`config.mk`:
```
export PLATFORM = sky130hd
export DESIGN_NAME = uart_tx_param
export DESIGN_NICKNAME = d
export VERILOG_FILES = /design/src/rtl/uart_tx_param.sv
export SDC_FILE = /design/constraint.sdc
export NUM_CORES = 1
export LEC_CHECK = 0
export CAP_MARGIN = 40
export CORE_ASPECT_RATIO = 1.2
export CORE_UTILIZATION = 42
export DETAILED_ROUTE_END_ITERATION = 10
export GPL_TIMING_DRIVEN = 0
export HOLD_SLACK_MARGIN = 0.15
export PLACE_DENSITY = 0.62
export SLEW_MARGIN = 20
export SYNTH_ARGS = -nofsm -noshare
export SYNTH_HDL_FRONTEND = slang
export SYNTH_SLANG_ARGS = --single-unit
```
`constraint.sdc`:
```
create_clock -name clk -period 1.75 [get_ports clk]
set_input_delay 0.175 -clock clk [delete_from_list [all_inputs] [get_ports clk]]
set_output_delay 0.175 -clock clk [all_outputs]
set_load 0.01 [all_outputs]
```
`src/rtl/uart_tx_param.sv`:
```
// Parametrised UART transmitter: start, DATA_W data bits LSB-first, optional parity, 1-2 stops.
// Parity state and latch are compiled in only when UART_TX_PARITY_EN is defined.
module uart_tx_param #(
    parameter int unsigned DATA_W     = 8,
    parameter int unsigned STOP_BITS  = 1,
    parameter int unsigned PARITY_ODD = 0
) (
    input  logic              clk,
    input  logic              rst_n,
    input  logic              baud_tick,
    input  logic [DATA_W-1:0] data_in,
    input  logic              valid_in,
    output logic              ready_out,
    output logic              tx,
    output logic              busy
);

    localparam int unsigned CntW = $clog2(DATA_W);

    typedef enum logic [2:0] {
        StIdle,
        StStart,
        StData,
`ifdef UART_TX_PARITY_EN
        StParity,
`endif
        StStop
    } state_e;

    state_e            state_q;
    logic [DATA_W-1:0] shift_q;
    logic [CntW-1:0]   bit_cnt_q;
    logic              stop_cnt_q;
    logic              tx_q;
    logic              busy_q;
    logic              last_stop;
    logic              accept;

`ifdef UART_TX_PARITY_EN
    logic parity_q;
`else
    logic unused_parity_odd;
    assign unused_parity_odd = (PARITY_ODD != 0);
`endif

    assign last_stop = (state_q == StStop) && (stop_cnt_q == 1'(STOP_BITS - 1));
    // Accepts land only on bit boundaries, so a new start bit always gets a full period.
    assign ready_out = rst_n & baud_tick & ((state_q == StIdle) | last_stop);
    assign accept    = valid_in & ready_out;
    assign tx        = tx_q;
    assign busy      = busy_q;

    always_ff @(posedge clk) begin
        if (!rst_n) begin
            state_q    <= StIdle;
            shift_q    <= '0;
            bit_cnt_q  <= '0;
            stop_cnt_q <= 1'b0;
            tx_q       <= 1'b1;
            busy_q     <= 1'b0;
`ifdef UART_TX_PARITY_EN
            parity_q   <= 1'b0;
`endif
        end else if (accept) begin
            state_q    <= StStart;
            shift_q    <= data_in;
            bit_cnt_q  <= '0;
            stop_cnt_q <= 1'b0;
            tx_q       <= 1'b0;
            busy_q     <= 1'b1;
`ifdef UART_TX_PARITY_EN
            parity_q   <= (^data_in) ^ (PARITY_ODD != 0);
`endif
        end else if (baud_tick) begin
            unique case (state_q)
                StIdle: begin
                end
                StStart: begin
                    state_q   <= StData;
                    bit_cnt_q <= '0;
                    tx_q      <= shift_q[0];
                    shift_q   <= shift_q >> 1;
                end
                StData: begin
                    if (bit_cnt_q == CntW'(DATA_W - 1)) begin
`ifdef UART_TX_PARITY_EN
                        state_q    <= StParity;
                        tx_q       <= parity_q;
`else
                        state_q    <= StStop;
                        tx_q       <= 1'b1;
                        stop_cnt_q <= 1'b0;
`endif
                    end else begin
                        bit_cnt_q <= bit_cnt_q + 1'b1;
                        tx_q      <= shift_q[0];
                        shift_q   <= shift_q >> 1;
                    end
                end
`ifdef UART_TX_PARITY_EN
                StParity: begin
                    state_q    <= StStop;
                    tx_q       <= 1'b1;
                    stop_cnt_q <= 1'b0;
                end
`endif
                StStop: begin
                    if (last_stop) begin
                        state_q <= StIdle;
                        busy_q  <= 1'b0;
                        tx_q    <= 1'b1;
                    end else begin
                        stop_cnt_q <= 1'b1;
                    end
                end
                default: begin
                    state_q <= StIdle;
                    busy_q  <= 1'b0;
                    tx_q    <= 1'b1;
                end
            endcase
        end
    end

endmodule

```
# Word level (Yosys, flattened, before mapping)
# Cells that the tools add are included.
# totals
rom_bits	0
register_bits	17
ram_bits	0
latchBits	0
in_bits	12
mem_count	0
wordCells	66
out_inout_bits	3
# op_classes
n_mux	23
shift	0
mul	0
addsub	1
order_cmp	0
n_div	0
bitwise	7
reduce_logical	15
n_eq_ne	13
# op_table
cell	count
8-bit two-way mux	3
8-bit case mux with 2 select lines	1
3-bit case mux with 4 select lines	1
3-bit AND reduction	4
4-bit AND reduction	3
1-bit two-way mux	11
2-bit inequality test (second input constant)	5
3-bit two-way mux	3
3-bit inequality test (second input constant)	3
3-bit by 2-bit == test with 1-bit output (second input constant)	2
3-bit case mux with 2 select lines	1
2-bit nonzero test	3
1-bit case mux with 2 select lines	2
1-bit case mux with 4 select lines	1
3-bit by 1-bit adder with 3-bit output (second input constant)	1
1-bit bitwise AND	3
3-bit by 1-bit == test with 1-bit output (second input constant)	1
3-bit == test (second input constant)	1
3-bit logical NOT	1
1-bit NOT	3
3-bit nonzero test	1
3-bit OR reduction	1
2-bit by 1-bit inequality test with 1-bit output (second input constant)	1
2-bit OR reduction	1
2 further kinds	2

# Logic depth before layout (Yosys ltp)
# Gate-level depths: netlist (run 1).
# depth
depth_word	7
mapped_depth	8
ltp_nobuf	6

# Worst setup path before layout (run 1)
# OpenSTA, ideal clock, no wires.
# synth_path
kind	register to register
from	reg state_q[0]
to	reg shift_q[0]
synth_period_minus_slack_ns	1.529
path_buffers	2
arrival_ns	1.407
path_slack_ns	0.221
t_required_ns	1.628
stages_incl_launch_ff	9
setup_ns	0.122
path_cell_list	dfxtp_1 > inv_1 > ha_1 > buf_6 > or2_4 > and3_4 > buf_6 > nand2_1 > a31oi_1
# synth_between
elab_chain_len	7
elab_cells_between_ends	15
cone_classes	4 x eq/ne; 3 x mux; 3 x bitwise; 5 x reduce/logical
# synth_rtl
element	line	rtl
from (decl)	30	state_e state_q;
from (signal assigned)	55	state_q <= StIdle;
from (signal assigned)	65	state_q <= StStart;
from (signal assigned)	79	state_q <= StData;
3-bit by 2-bit == test with 1-bit output	46	assign last_stop = (state_q == StStop) && (stop_cnt_q == 1'(STOP_BITS - 1));
1-bit logical AND	46	
1-bit OR	48	assign ready_out = rst_n & baud_tick & ((state_q == StIdle) | last_stop);
1-bit bitwise AND	48	
1-bit bitwise AND	49	assign accept = valid_in & ready_out;
3-bit inequality test (no line), or another cell as far along	-	
3-bit AND reduction (no line)	-	
to (signal assigned)	66	shift_q <= data_in;
to (signal assigned)	82	shift_q <= shift_q >> 1;
to (signal assigned)	97	shift_q <= shift_q >> 1;
to (decl)	31	logic [DATA_W-1:0] shift_q;
# Parallel ways exist; a longest one is shown, timed or not. The select of a mux whose other input is x is not followed.
# A chain may end at the register's enable or synchronous reset.

# Final worst setup path (run 1)
# layout_path
from	reg state_q[0]
to	out ready_out
# layout_between
elab_chain_len	4
elab_cells_between_ends	5
cone_classes	1 x eq/ne; 2 x bitwise; 2 x reduce/logical
# layout_rtl
element	line	rtl
3-bit by 2-bit == test with 1-bit output	46	
1-bit logical AND	46	
1-bit OR *	48	
1-bit bitwise AND *	48	
to (decl)	13	output logic ready_out,
# Mark *: on every way between the ends. The rest lies on a longest branch, timed or not.

==> results.toml, run 1 <==
[cts]
clock_latency_ns = 0.29
postCtsSetupBuffers = 0
htreeDepth = 1
clock_sinks = 16
cts_root_buffer = "clkbuf_4"
clock_path_buffers = 2
ctsHoldBuffers = 0
cts_tree = "yes"
cts_buffers = 3
path_clk_slew_ns = 0.10

[detailed_routing]
vias_per_cell = 5.36
final_antenna_net_count = 0
wl_per_cell_um = 13.2
wl_mm = 1.82
drc = 0
num_vias = 739
firstDrtPassIters = 5
drt_iter0_drc = 5

[place]
portBuffers = 13
dpl_cell_area_um2 = 1050
gp_congestion = 0.743
post-place-cells = 134
hpwl_mm = 1.35
dp_slack_ns = -0.258

[sta]
hold_viol_final = 0
fin_skew_ns = 0.00792
relSlewSlack_pct = 68.2
rsz0062_at_grt = "no"
worst_pin_slew_ns = 0.477
period_minus_slack_ns = 1.63
layout_setup_ws_ns = 0.116
fin_crit_sh_pct = 93.4
slew_violations = 0
setup_viol = 0
max_freq_ghz = 0.612

[global_routing]
gr-usage-all-layers_pct = 19.3
grt_pass1_vias = 774
grt_first_pass_wirelength_mm = 3.30
grt_start_max_net_pins = 11
gr-total-overflow = 0
antenna_found_initial = 0

[layout]
layout.nets = 139
post-route-cell-area_um2 = 1100
drive_above_1_share_pct = 21.8
fin_cells = 138
area_delta_synth_final_pct = 22.7
num_antenna_cells = 0

[worst_setup_path]
arrival_ns = 1.46
worst_setup_path_start_kind = "flop"
endpoint_kind = "output pin"
worstSetupPathType = "reg -> out"
path_max_fanout = 5
required_ns = 1.57

[worst_hold_path]
min_path_type = "in -> reg"

[power_and_ir_drop]
cellLeakagePower_nw = 0.414
pwr-share-clk_pct = 33.7
power.internal_uw = 561
p_sw_uw = 178
vdd_ir_drop_max_mv = 0.448
power-per-cell-area_nw_per_um2 = 671
p_seq_share_pct = 52.3
switching_share_pct = 24.1
p_comb_share_pct = 14.1

[die]
die_x_um = 44.2
fp-row-count = 17
io_pins = 15
start_util_pct = 46.9
core_area_um2 = 1910
dieArea_um2 = 2330
die_h_um = 52.7

[synthesis]
yosysTopAreaCell = "dfxtp_1"
yosys-top-cells-count = "nand2_1 (21), dfxtp_1 (16), o21ai_0 (9)"
postSynthAreaPerCell_um2 = 8.81
synthFlopType = "dfxtp_1"
synth_edf_count = 0
yosysSeqAreaShare_pct = 35.7
netlist.area_leader.share_pct = 35.7
synth_async_sr_flop_share_pct = 0
ys_ff_latch = 16
synth_cell_types = 30
synth_fp_nets = 121
yosysMostFrequentCell = "nand2_1"
yosys-top-cells-area = "dfxtp_1 (36%), ha_1 (9.7%), nand2_1 (8.8%)"
synth_area_um2 = 898
syn_inst = 102
yosysWarningCount = 0

[outcome]
status = "finished, final reports clean"

[flow_run]
maxCapViolCount = 0
[layer usage]
metal  share of wire (%)  global-route usage [%]  up-vias
met5                   0                       0        -
met4                0.88                    7.58        0
met3                 2.1                    4.14        2
met2                  50                    34.8       10
met1                  47                    21.6      340
li1                    -                       -      387
[worst paths after layout]
check / from / slack, ns / depth (start not counted) / endpoint
setup / recovery: state_q[0] / 0.12 / 5 / ready_out
hold / removal: baud_tick / 0.19 / 3 / bit_cnt_q[0]
setup reg to reg: state_q[0] / 0.14 / 8 / shift_q[0]
hold reg to reg: bit_cnt_q[2] / 0.46 / 2 / bit_cnt_q[2]
[stage by stage]
stage          hold slack [ns]  util (%)  TNS (ns)  total power, mW
6_report                 0.189      57.6         0            0.740
4_1_cts                  0.186      57.0         0            0.748
3_5_place_dp             0.451      55.0    -0.258            0.500
3_3_place_gp             0.444      55.0    -0.246            0.498
2_1_floorplan            0.310         -         0            0.454
5_1_grt                  0.191      57.6         0            0.776
[cell families (layout without fill, tap and decap cells)]
| family | Yosys count | count (layout) | share of synthesized area, % |
|---|---|---|---|
| adder cells (fa/ha/maj) | 7 | 7 | 9.75 |
| AND/OR/NAND/NOR | 40 | 40 | 24.1 |
| AO/OA/AOI/OAI | 28 | 28 | 21.0 |
| flip-flops | 16 | 16 | 35.7 |
| multiplexers | 1 | 1 | 1.11 |
| buffers and inverters | 10 | 27 | 8.36 |
[sequential cells by signal, summed over array words and instances, names as in the netlist]
signal,flops
shift_q,8
bit_cnt_q,3
state_q,2
busy,1
stop_cnt_q,1
tx,1
[power by group through the flow]
| stage | Sequential (mW) | Combinational, mW | Clock (mW) |
|---|---|---|---|
| 4_1_cts | 0.387 | 0.104 | 0.257 |
| 5_1_grt | 0.388 | 0.117 | 0.271 |
| 3_5_place_dp | 0.395 | 0.105 | 0 |
| 3_3_place_gp | 0.394 | 0.104 | 0 |
| 6_report | 0.387 | 0.104 | 0.249 |
| 2_1_floorplan | 0.394 | 0.0596 | 0 |
[worst max-delay path, cell delays in order (launching register included)]
cell and delay, ns:
dfxtp_2 0.39, ha_2 0.21, nor2b_4 0.16, nor2_1 0.06, nor2_1 0.11, clkdlybuf4s15_1 0.24
[layout by cell type (no fill, tap or decap), drive strengths merged]
master,instances
nor2,7
nor3b,1
o32ai,1
nand2,21
buf,5
ha,7
nor3,1
nand4b,1
dfxtp,16
nand3,3
mux2i,1
clkbuf,5
inv,4
a31oi,7
a21boi,2
nand4,1
a21oi,2
or2,1
a21bo,1
a21o,1
nor2b,2
o21ai,12
and3,2
a32oi,1
o2111ai,1
clkdlybuf4s50,12
clkdlybuf4s15,1
[cell type report]
cell class	count	area (um^2)
sequential	16	323
clock buffer	4	36.3
fill	183	812
tap	19	23.8
timing repair buffer	13	130
multi-input combinational	76	513
buffer	6	61.3
inverter	4	15.0
[what timing repair did]
action | CTS | global route
pin swaps | 0 | 0
gates resized for setup | 4 | 4
setup endpoints to repair | 1 | 2
Power figures use the tool's default switching activity.
==> inputs of run 2 (changes only) <==
--- a/config.mk
+++ b/config.mk
@@ -7,11 +7,12 @@
 export LEC_CHECK = 0
 export CAP_MARGIN = 40
 export CORE_ASPECT_RATIO = 1.2
-export CORE_UTILIZATION = 42
+export CORE_MARGIN = 8
+export CORE_UTILIZATION = 51
 export DETAILED_ROUTE_END_ITERATION = 10
 export GPL_TIMING_DRIVEN = 0
 export HOLD_SLACK_MARGIN = 0.15
-export PLACE_DENSITY = 0.62
+export PLACE_DENSITY = 0.74
 export SLEW_MARGIN = 20
 export SYNTH_ARGS = -nofsm -noshare
 export SYNTH_HDL_FRONTEND = slang
==> run 2 against run 1 <==
Clock skew increased by 0.0011 ns; utilization up 9.6 points; maximum frequency decreased by 3.0%; sequential power is essentially flat; critical path type unchanged; sequential cell count unchanged; design area unchanged; register-to-register slack is essentially flat; critical path depth unchanged; first-iteration DRC count increased by 120%; worst hold slack worse by 0.012 ns; worst setup slack lost 0.051 ns; die area increased by 45%.
==> results.toml, run 2 (synthesized netlist as in run 1, its figures left out) <==
[cts]
path_clk_slew_ns = 0.10
clock_latency_ns = 0.29
ctsHoldBuffers = 0
cts_root_buffer = "clkbuf_4"
cts-resized-gates = 7
cts_tree = "yes"
clock_path_buffers = 2
clock_sinks = 16
cts_buffers = 3
htreeDepth = 1
postCtsSetupBuffers = 0

[sta]
setup_viol = 0
hold_slack_ns = 0.178
worst_pin_slew_ns = 0.467
relSlewSlack_pct = 68.9
period_minus_slack_ns = 1.68
hold_viol_final = 0
max_freq_ghz = 0.593
slew_violations = 0
fin_skew_ns = 0.00899
setup-tns-final_ns = 0
rsz0062_at_grt = "no"
fin_crit_sh_pct = 96.3
layout_setup_ws_ns = 0.0650

[place]
dpl_cell_area_um2 = 1050
hpwl_mm = 1.39
portBuffers = 13
gp_congestion = 0.740
post-place-cells = 133
dp_slack_ns = -0.257

[worst_setup_path]
arrival_ns = 1.51
crit_path_cell_trace = "ha_2, nor2b_4, nor2_1, nor2_1, dlygate4sd2_1"
r2r_slack_ns = 0.13
slowest_delay_ns = 0.39
r2r-end = "shift_q[5]"
worstSetupPathType = "reg -> out"
required_ns = 1.57
cp_num_buf_inv = 1
path_max_fanout = 5
path_delay_family = "flip-flops"
worstReg2RegStart = "state_q[0]"
endpoint_kind = "output pin"
critPathMostFrequentCell = "nor2_1"
worst_setup_path_start_kind = "flop"
rr_worst_depth = 8
crit_slowest_cell = "dfxtp_2"

[die]
fp-row-count = 16
core_area_um2 = 1640
io_pins = 15
die_x_um = 54.3
dieArea_um2 = 3370
die_h_um = 62.0
start_util_pct = 54.7

[layout]
fin_cells = 137
reg.largest.list = "shift_q (8), bit_cnt_q (3), state_q (2)"
num_antenna_cells = 0
final_cell_mix = "nand2_1 (21), dfxtp_1 (14), clkdlybuf4s50_1 (12)"
largest_register_ff_count = 8
final_common_cell = "nand2_1"
top_register = "shift_q"
drive_above_1_share_pct = 21.8
layout.nets = 139
final_core_util_pct = 67.1
area_delta_synth_final_pct = 22.7
post-route-cell-area_um2 = 1100

[detailed_routing]
drc = 0
num_vias = 786
wl_per_cell_um = 13.8
route.met3.wl_um = 96
wl_met1_um = 846
drt_iter0_drc = 11
firstDrtPassIters = 4
final_antenna_net_count = 0
wl_met2_um = 918
highest_layer = "met4"
wl_mm = 1.88
vias_per_cell = 5.74

[worst_hold_path]
hold_start = "baud_tick"
holdPathEnd = "bit_cnt_q[0]"
holdPathStages = 3
min_path_type = "in -> reg"

[global_routing]
antenna_found_initial = 0
grt_start_max_net_pins = 11
gr-total-overflow = 0
grt_pass1_vias = 737
gr-usage-all-layers_pct = 12.2
grt_first_pass_wirelength_mm = 3.18

[power_and_ir_drop]
vdd_ir_drop_max_mv = 0.424
total_power_uw = 740
cellLeakagePower_nw = 0.416
power-per-cell-area_nw_per_um2 = 672

[flow_run]
maxCapViolCount = 0

[outcome]
status = "finished, final reports clean"
run 2: how the worst max path moves through the flow:
stage | start | depth (start not counted) | end | slack, ns
2_1_floorplan | state_q[0] | 8 | shift_q[0] | 0.22
3_3_place_gp | rst_n | 5 | ready_out | -0.27
3_5_place_dp | rst_n | 5 | ready_out | -0.26
4_1_cts | state_q[1] | 5 | ready_out | 0.07
5_1_grt | state_q[0] | 5 | ready_out | 0.004
6_report | state_q[0] | 5 | ready_out | 0.07
run 2: layer usage:
metal	track usage [%]	up-vias
li1	-	389
met5	0	-
met1	15.1	368
met3	2.38	4
met4	4.23	0
met2	20.3	25
run 2: final cells by class:
type	count	area, um^2
inverters	4	15.0
multi-input cells	76	513
repair buffers	13	129
plain buffers	6	61.3
flip-flops and latches	16	325
fillers	139	539
well taps	18	22.5
clock buffers	4	36.3
run 2: where the power goes:
part / internal [mW] / switching, mW
clock: 0.127 / 0.124
sequential: 0.377 / 0.00823
combinational: 0.0563 / 0.0478
run 2: tightest hold or removal path, delay by kind of cell:
| kind | cells | cell delay (ns) |
|---|---|---|
| buffers and inverters | 1 | 0.10 |
| AND/OR/NAND/NOR | 1 | 0.07 |
| AO/OA/AOI/OAI | 1 | 0.09 |
==> inputs of run 3 (changes only) <==
--- a/config.mk
+++ b/config.mk
@@ -7,9 +7,10 @@
 export LEC_CHECK = 0
 export CAP_MARGIN = 40
 export CORE_ASPECT_RATIO = 1.2
-export CORE_MARGIN = 8
+export CORE_MARGIN = 1.5
 export CORE_UTILIZATION = 51
 export DETAILED_ROUTE_END_ITERATION = 10
+export GPL_ROUTABILITY_DRIVEN = 1
 export GPL_TIMING_DRIVEN = 0
 export HOLD_SLACK_MARGIN = 0.15
 export PLACE_DENSITY = 0.74
==> run 3 against run 2 <==
Critical endpoint unchanged; count of clock-buffer cells in the layout unchanged; non-clock buffer count unchanged; first-iteration DRC count fell by 9.1%; largest cell class unchanged; total power fell by 0.36%; critical path type unchanged; global-route usage grew 8.9 points.
==> results.toml, run 3 (synthesized netlist as in run 1, its figures left out) <==
[layout]
largest_register_ff_count = 8
fillers = 140
drive_above_1_share_pct = 21.8
seq_area_um2 = 328
reg.largest.list = "shift_q (8), bit_cnt_q (3), state_q (2)"
multi_input_area_um2 = 524
final_cell_mix = "nand2_1 (21), dfxtp_1 (14), clkdlybuf4s50_1 (12)"
final_core_util_pct = 68.1
num_antenna_cells = 0
area_delta_synth_final_pct = 24.5
top_register = "shift_q"
post-route-cell-area_um2 = 1120
final_common_cell = "nand2_1"
layout.nets = 139

[place]
gp_congestion = 0.736
dpl_cell_area_um2 = 1050
portBuffers = 13
hpwl_mm = 1.28

[worst_setup_path]
required_ns = 1.57
worst_setup_path_start_kind = "flop"
arrival_ns = 1.49
slowest_delay_ns = 0.38
path_delay_family = "flip-flops"
cp_num_buf_inv = 1
r2r-end = "shift_q[5]"
endpoint_kind = "output pin"
crit_slowest_cell = "dfxtp_4"
worstReg2RegStart = "state_q[0]"
critPathMostFrequentCell = "nor2_1"
rr_worst_depth = 8
r2r_slack_ns = 0.18
worstSetupPathType = "reg -> out"
path_max_fanout = 5
crit_path_cell_trace = "ha_2, nor2b_4, nor2_1, nor2_1, dlygate4sd2_1"

[sta]
hold_slack_ns = 0.196
period_minus_slack_ns = 1.67
fin_skew_ns = 0.00435
fin_crit_sh_pct = 95.3
worst_pin_slew_ns = 0.395
relSlewSlack_pct = 73.5
setup_viol = 0
rsz0062_at_grt = "no"
slew_violations = 0
hold_viol_final = 0
max_freq_ghz = 0.600

[power_and_ir_drop]
vdd_ir_drop_max_mv = 0.624
cellLeakagePower_nw = 0.418
power-per-cell-area_nw_per_um2 = 659

[global_routing]
grt_start_max_net_pins = 11
antenna_found_initial = 0
gr-usage-all-layers_pct = 21.2
grt_pass1_vias = 707
grt_first_pass_wirelength_mm = 3.02
gr-total-overflow = 0

[worst_hold_path]
min_path_type = "in -> reg"
hold_start = "baud_tick"
holdPathEnd = "bit_cnt_q[0]"
holdPathStages = 3

[detailed_routing]
num_vias = 749
vias_per_cell = 5.47
final_antenna_net_count = 0
firstDrtPassIters = 4
drc = 0
wl_per_cell_um = 12.6
wl_mm = 1.73
drt_iter0_drc = 10

[die]
dieArea_um2 = 2020
core_area_um2 = 1640
die_h_um = 49.0
fp-row-count = 16
io_pins = 15
start_util_pct = 54.7
die_x_um = 41.3

[cts]
path_clk_slew_ns = 0.10
cts_root_buffer = "clkbuf_4"
clock_path_buffers = 2
clock_sinks = 16
clock_latency_ns = 0.29
cts_tree = "yes"
htreeDepth = 1
cts_buffers = 3

[outcome]
status = "finished, final reports clean"

[flow_run]
maxCapViolCount = 0
==> run 3: where the power goes <==
part           total, mW  switching [mW]  internal, mW
Combinational      0.106          0.0486        0.0576
Clock              0.248           0.121         0.127
Sequential         0.384         0.00771         0.376
==> run 3: layer usage <==
| metal | vias to the layer above | part of all wire [%] | routed length (um) | GRT usage (%) |
|---|---|---|---|---|
| met4 | 0 | 2.3 | 39 | 9.68 |
| met1 | 344 | 46 | 803 | 27.7 |
| met5 | - | 0 | 0 | 0 |
| met2 | 12 | 49 | 845 | 32.0 |
| met3 | 5 | 2.4 | 41 | 4.11 |
| li1 | 388 | - | - | - |
==> run 3: per-stage QoR <==
stage	setup slack, ns	power, mW	instances	setup TNS [ns]
floorplan	0.221	0.454	102	0
CTS	0.0397	0.745	137	0
finish	0.0830	0.738	137	0
detailed placement	-0.262	0.498	133	-0.262
global route	0.00398	0.769	137	0
global placement	-0.257	0.497	133	-0.257
==> run 3: worst max-delay path by stage <==
| stage | from | end | slack, ns | cells past startpoint |
|---|---|---|---|---|
| after floorplan | state_q[0] | shift_q[0] | 0.22 | 8 |
| after global placement | rst_n | ready_out | -0.26 | 5 |
| after detailed placement | rst_n | ready_out | -0.26 | 5 |
| after CTS | state_q[0] | ready_out | 0.04 | 5 |
| after global routing | state_q[0] | ready_out | 0.004 | 5 |
| final | state_q[1] | ready_out | 0.08 | 5 |
==> run 3: cell type report <==
type                       count  share of cell area, %
tap                           18                   2.01
inverter                       4                   1.34
sequential                    16                   29.3
timing repair buffer          13                   11.5
multi-input combinational     76                   46.9
clock buffer                   4                   3.24
buffer                         6                   5.70
==> run 3: worst min-delay path, delay by kind of cell <==
kind / cells / cell delay, ns
buffers and inverters: 1 / 0.11
AOI/OAI and AO/OA: 1 / 0.09
and+or+nand+nor: 1 / 0.08
==> run 3: timing repair <==
item,CTS,global route
endpoints found under the setup margin,1,2
resized for setup,5,7
hold buffers,0,0
setup buffers,0,0
